File: src/rtl/jk_pkg.sv
// Shared types and the JK excitation rule used by the sequence driver.
package jk_pkg;

  typedef enum logic [2:0] {
    StIdle,
    StSetup,
    StPulse,
    StSettle,
    StCheck,
    StDone
  } state_e;

  // Returns {J, K} that moves the FF from q to target t on the next falling ff_clk.
  function automatic logic [1:0] jk_exc(input logic q, input logic t, input logic toggle);
    logic [1:0] jk;
    unique case ({q, t})
      2'b01:   jk = toggle ? 2'b11 : 2'b10;
      2'b10:   jk = toggle ? 2'b11 : 2'b01;
      default: jk = 2'b00;
    endcase
    return jk;
  endfunction

endpackage

File: src/rtl/jk_excite.sv
// Combinational JK excitation: picks J/K to reach target t from current q.
module jk_excite
  import jk_pkg::*;
(
  input  logic q,
  input  logic t,
  input  logic toggle,
  output logic j,
  output logic k
);

  assign {j, k} = jk_exc(q, t, toggle);

endmodule

File: src/rtl/jk_seq_driver.sv
// Drives J/K/ff_clk so a master-slave JK FF walks a programmed pattern, and checks q back.
module jk_seq_driver
  import jk_pkg::*;
#(
  parameter int unsigned SEQ_LEN    = 8,
  parameter int unsigned PULSE_W    = 2,
  parameter int unsigned SETTLE     = 1,
  parameter int unsigned USE_TOGGLE = 0,
  parameter int unsigned IDX_W      = $clog2(SEQ_LEN)
) (
  input  logic               clk,
  input  logic               rst,
  input  logic               start,
  input  logic [SEQ_LEN-1:0] pattern,
  input  logic               q_fb,
  output logic               J,
  output logic               K,
  output logic               ff_clk,
  output logic               busy,
  output logic               done,
  output logic               mismatch,
  output logic [IDX_W-1:0]   err_idx
);

  localparam int unsigned CntMax = (PULSE_W > SETTLE) ? PULSE_W : SETTLE;
  localparam int unsigned CntW   = (CntMax > 1) ? $clog2(CntMax) : 1;

  localparam logic [CntW-1:0]  PulseLoad  = CntW'(PULSE_W - 1);
  localparam logic [CntW-1:0]  SettleLoad = CntW'(SETTLE - 1);
  localparam logic [IDX_W-1:0] LastIdx    = IDX_W'(SEQ_LEN - 1);
  localparam logic             Toggle     = (USE_TOGGLE != 0);

  state_e             state_q, state_d;
  logic [IDX_W-1:0]   idx_q, idx_d;
  logic [CntW-1:0]    cnt_q, cnt_d;
  logic [SEQ_LEN-1:0] shadow_q, shadow_d;
  logic               j_q, j_d, k_q, k_d;
  logic               ff_clk_q, ff_clk_d;
  logic               busy_q, busy_d;
  logic               done_q, done_d;
  logic               mm_q, mm_d;
  logic [IDX_W-1:0]   err_q, err_d;
  logic               exc_j, exc_k;
  logic               target;

  assign target = shadow_q[idx_q];

  jk_excite u_excite (
    .q      (q_fb),
    .t      (target),
    .toggle (Toggle),
    .j      (exc_j),
    .k      (exc_k)
  );

  always_comb begin
    state_d  = state_q;
    idx_d    = idx_q;
    cnt_d    = cnt_q;
    shadow_d = shadow_q;
    j_d      = j_q;
    k_d      = k_q;
    busy_d   = busy_q;
    mm_d     = mm_q;
    err_d    = err_q;
    // Outputs trail the state by one cycle, so J/K settle a full cycle before ff_clk rises.
    ff_clk_d = (state_q == StPulse);
    done_d   = (state_q == StDone);

    unique case (state_q)
      StIdle: begin
        j_d = 1'b0;
        k_d = 1'b0;
        if (start) begin
          shadow_d = pattern;
          idx_d    = '0;
          mm_d     = 1'b0;
          err_d    = '0;
          busy_d   = 1'b1;
          state_d  = StSetup;
        end
      end
      StSetup: begin
        j_d     = exc_j;
        k_d     = exc_k;
        cnt_d   = PulseLoad;
        state_d = StPulse;
      end
      StPulse: begin
        if (cnt_q == '0) begin
          cnt_d   = SettleLoad;
          state_d = StSettle;
        end else begin
          cnt_d = cnt_q - CntW'(1);
        end
      end
      StSettle: begin
        if (cnt_q == '0) state_d = StCheck;
        else             cnt_d   = cnt_q - CntW'(1);
      end
      StCheck: begin
        if (q_fb != target) begin
          mm_d    = 1'b1;
          err_d   = idx_q;
          state_d = StDone;
        end else if (idx_q == LastIdx) begin
          state_d = StDone;
        end else begin
          idx_d   = idx_q + IDX_W'(1);
          state_d = StSetup;
        end
      end
      StDone: begin
        j_d     = 1'b0;
        k_d     = 1'b0;
        busy_d  = 1'b0;
        state_d = StIdle;
      end
      default: state_d = StIdle;
    endcase
  end

  always_ff @(posedge clk or posedge rst) begin
    if (rst) begin
      state_q  <= StIdle;
      idx_q    <= '0;
      cnt_q    <= '0;
      shadow_q <= '0;
      j_q      <= 1'b0;
      k_q      <= 1'b0;
      ff_clk_q <= 1'b0;
      busy_q   <= 1'b0;
      done_q   <= 1'b0;
      mm_q     <= 1'b0;
      err_q    <= '0;
    end else begin
      state_q  <= state_d;
      idx_q    <= idx_d;
      cnt_q    <= cnt_d;
      shadow_q <= shadow_d;
      j_q      <= j_d;
      k_q      <= k_d;
      ff_clk_q <= ff_clk_d;
      busy_q   <= busy_d;
      done_q   <= done_d;
      mm_q     <= mm_d;
      err_q    <= err_d;
    end
  end

  assign J        = j_q;
  assign K        = k_q;
  assign ff_clk   = ff_clk_q;
  assign busy     = busy_q;
  assign done     = done_q;
  assign mismatch = mm_q;
  assign err_idx  = err_q;

endmodule

File: config.mk
export PLATFORM = sky130hd
export DESIGN_NAME = jk_seq_driver
export DESIGN_NICKNAME = d
export VERILOG_FILES = /design/src/rtl/jk_pkg.sv /design/src/rtl/jk_excite.sv /design/src/rtl/jk_seq_driver.sv
export SDC_FILE = /design/constraint.sdc
export NUM_CORES = 1
export LEC_CHECK = 0
export ABC_AREA = 1
export ABC_CLOCK_PERIOD_IN_PS = 1620
export CORE_UTILIZATION = 45
export CTS_CLUSTER_SIZE = 20
export DETAILED_ROUTE_END_ITERATION = 7
export HOLD_SLACK_MARGIN = 0.08
export PLACE_DENSITY = 0.72
export SLEW_MARGIN = 20
export SYNTH_ARGS = -nofsm -noshare
export SYNTH_HDL_FRONTEND = slang
export SYNTH_SLANG_ARGS = --single-unit
File: constraint.sdc
create_clock -name clk -period 1.62 [get_ports clk]
set_clock_uncertainty 0.05 [all_clocks]
set_input_delay 0.486 -clock clk [delete_from_list [all_inputs] [get_ports clk]]
set_output_delay 0.486 -clock clk [all_outputs]
set_load 0.005 [all_outputs]
==> run metrics <==
routed length per placed instance 12.0 um; count of port buffers added during placement 20; slack of the worst reg-to-reg path -0.12 ns; max_slew headroom about three quarters; Slowest-stage cell, CP sky130_fd_sc_hd__dfrtp_2; global route hottest layer met2; floorplan die width 55.0 um; Final min period between 1.5 and 2 ns; Final Max Slew Viols 0; RD Place Congestion ~0.74; worst r2r dst idx_q[2]$_DFFE_PP0P_; clock insertion delay at the later pin of the skew report 0.32 ns; f_max ~570 MHz; placeable core area between 2000 and 3000 um^2; highest ir drop seen on vdd 888 uV; post-synthesis net count 165; met3 usage about 2.7%; pin count of the biggest net entering global routing 25; final setup margin -0.120 ns; multi-input combinational cell area around 600 um^2; category of the worst setup path capture point flop; dominant register cell in the synthesized netlist sky130_fd_sc_hd__dfrtp_1; max-cap check violation count 0; Cell Rows 18; portion of the post-synthesis area used by sequential elements 47.4%; largest buffer count on any clock path 2; startpoint class of the critical path flop; post-detailed-route via-to-cell ratio 4.95; register cell area after layout between 600 and 700 um^2; IO Pins 21; required time reported for the critical path endpoint 1.83 ns; area overhead of the layout relative to synthesis 33.9%; global-route wire length before repair 4.31 mm; Worst Path Class, Setup reg2reg; number of enable flip-flop cells after synthesis 0; clock root buffer sky130_fd_sc_hd__clkbuf_4; global router's overall resource usage between 10% and 20%; most used cell along the critical path sky130_fd_sc_hd__nand2_1; Synth Warn # 0; count of different cell masters after synthesis 21; classification of the worst-slack hold path reg2reg; area of the die 3030 um^2; DRT Pass-1 Iters 4; worst hold slack across all endpoints between 0.4 and 0.5 ns; maximum fanout along the worst path 6; iteration-0 DRC count of the detailed router 16; transition at the pin with the smallest max-transition slack 0.360 ns; met1 Track Usage GR 26.9%; count of cells along the worst hold path 2; cell count after synthesis 149; ratio of total power to cell area 1470 nW/um^2; reg2reg path depth 13; failing checks setup timing; share of cells above drive strength 1 29.2%; ANT cells 0; remaining global-route overflow 0; Clock transition at path regs between 0.1 and 0.15 ns; number of levels the H-tree was split into 1; series of cell instances along the critical path inv_4 -> nand2_1 -> nand3_2 -> nand2_1 -> nand2_2 -> nand2_2 -> ha_4 -> inv_2 -> nor2_4 -> nand3_4 -> nand2_4 -> nand2_1 -> nand2_1; Power, Total around 2.5 mW; delay contributed by the slowest stage of the critical path about 0.48 ns; final hold violation count 0; syn_area_per_cell 8.50 um^2; number of vias after detailed routing 1064; run status complete, but fails checks; starting density of the core 49.3%; standby leakage power 0.872 nW; die boundary height ~55 um; setup repair after global routing missed its margin yes; CTS Sinks 24; number of hold-repair buffers added at the cts stage 0; launch instance of the worst register-to-register path idx_q[0]$_DFFE_PP0P_; Critical path buffers and inverters 2; # fillers 234; number of global-route vias before repair 998; TritonCTS buffer count 3; Post-synth ARST share 100%; remaining antenna violation count after routing 0; final HPWL from detailed placement 1.78 mm; fraction of the cycle the final worst path needs 107%; antenna violations before repair 0; area of the mapped netlist 1270 um^2; kind of cell adding the most delay to the critical path simple AND/OR/NAND/NOR gates; DRC viols 0; clock tree from TritonCTS done; met2 demand-to-capacity share in global routing 33.5%; arrival time of data at the critical path endpoint 1.95 ns; final net count slightly above 200; register bit count reported by yosys 24; overall routed net length 2.58 mm; final sum of negative setup slack -0.498 ns; worst min-delay path startpoint err_idx[1]$_DFFE_PP0P_; Final setup viols 6; Endpoint, Worst Hold err_idx[1]$_DFFE_PP0P_
## synthesized netlist by cell type (all sizes together) (2+ instances only)
master	instances	area share, %
buf	5	3.9
dfrtp	24	47
o22ai	2	0.99
a21oi	11	7.0
inv	25	7.4
ha	4	4.0
nand3	18	8.1
nor2	17	6.3
nand2	33	10
o21ai	5	2.0
nor3	2	0.79
## report_power, final
part | total (mW) | internal (mW) | leakage, nW | switching [mW]
Sequential | 0.954 | 0.799 | 0.293 | 0.155
Clock | 0.283 | 0.0963 | 0.0150 | 0.186
Combinational | 1.26 | 0.584 | 0.564 | 0.680
Total | 2.50 | 1.48 | 0.872 | 1.02
## worst max-delay path by stage
stage	from	end	slack [ns]	cells after the start
finish	idx_q[0]$_DFFE_PP0P_	idx_q[2]$_DFFE_PP0P_	-0.12	13
global route	idx_q[0]$_DFFE_PP0P_	idx_q[0]$_DFFE_PP0P_	-0.21	12
CTS	idx_q[0]$_DFFE_PP0P_	idx_q[2]$_DFFE_PP0P_	-0.14	13
detailed placement	q_fb	idx_q[0]$_DFFE_PP0P_	-0.29	9
global placement	q_fb	idx_q[0]$_DFFE_PP0P_	-0.26	9
floorplan	idx_q[0]$_DFFE_PP0P_	idx_q[0]$_DFFE_PP0P_	0.001	13
## cells in the final DEF (no fill, tap or decap), types with 2 or more instances in the layout
master                            Yosys  routed
sky130_fd_sc_hd__clkbuf_4             0       3
sky130_fd_sc_hd__dlygate4sd2_1        0       9
sky130_fd_sc_hd__nand2_2              2       8
sky130_fd_sc_hd__a21oi_2              9       9
sky130_fd_sc_hd__dfrtp_1             24      22
sky130_fd_sc_hd__ha_1                 4       3
sky130_fd_sc_hd__inv_2                1       2
sky130_fd_sc_hd__nand3_1             17      11
sky130_fd_sc_hd__nor3_1               2       2
sky130_fd_sc_hd__o22ai_1              2       2
sky130_fd_sc_hd__nand3_4              1       2
sky130_fd_sc_hd__dfrtp_2              0       2
sky130_fd_sc_hd__a21oi_1              2       2
sky130_fd_sc_hd__inv_1               24      22
sky130_fd_sc_hd__nand3_2              0       5
sky130_fd_sc_hd__o21ai_0              4       4
sky130_fd_sc_hd__clkdlybuf4s50_1      0      11
sky130_fd_sc_hd__nor2_1              16      15
sky130_fd_sc_hd__nand2_1             31      24
sky130_fd_sc_hd__buf_4                2      16
## through the flow
stage / setup WS, ns / cell area (um^2) / instances / utilization (%)
final: -0.120 / 1700 / 215 / 66.0
after floorplan: 0.00113 / 1290 / 149 / -
after global routing: -0.207 / 1700 / 215 / 66.0
after CTS: -0.137 / 1660 / 215 / 64.7
after global placement: -0.263 / 1610 / 209 / 62.6
after detailed placement: -0.285 / 1610 / 209 / 62.6
## routing by layer
layer  wire length (um)  vias to the layer above
li1                   -                      541
met1               1220                      498
met2               1240                       21
met3                 88                        4
met4                 27                        0
met5                  0                        -
## logic make-up after synthesis
| kind of cell | share of synthesized area (%) |
|---|---|
| simple gates | 26.8 |
| buf+inv | 11.3 |
| flops | 47.4 |
| compound gates | 10.6 |
| fa+ha+maj | 3.95 |
## flip-flops by register name, indices dropped and copies added (netlist names)
register and count:
J 1, K 1, busy 1, cnt_q 1, done 1, err_idx 3
ff_clk 1, idx_q 3, mismatch 1, shadow_q 8, state_q 3
## timing repair
item / in CTS / in global routing
endpoints found under the setup margin: 15 / 7
resized for setup: 15 / 9
setup buffers: 2 / 0
pin swaps: 5 / 1
## worst reg2reg max path, cell delays in order, from the launching register on
cell and delay [ns]:
sky130_fd_sc_hd__dfrtp_2 0.48, sky130_fd_sc_hd__inv_4 0.10, sky130_fd_sc_hd__nand2_1 0.07, sky130_fd_sc_hd__nand3_2 0.07
sky130_fd_sc_hd__nand2_1 0.06, sky130_fd_sc_hd__nand2_2 0.06, sky130_fd_sc_hd__nand2_2 0.06, sky130_fd_sc_hd__ha_4 0.28
sky130_fd_sc_hd__inv_2 0.04, sky130_fd_sc_hd__nor2_4 0.10, sky130_fd_sc_hd__nand3_4 0.11, sky130_fd_sc_hd__nand2_4 0.10
sky130_fd_sc_hd__nand2_1 0.06, sky130_fd_sc_hd__nand2_1 0.06
## cell type report
class / instances / area share, %
inverters: 25 / 5.68
well taps: 30 / 2.21
clock buffers: 4 / 1.55
flip-flops and latches: 24 / 35.6
repair buffers: 37 / 19.4
multi-input cells: 95 / 35.6
(Power assumes the default switching activity.)
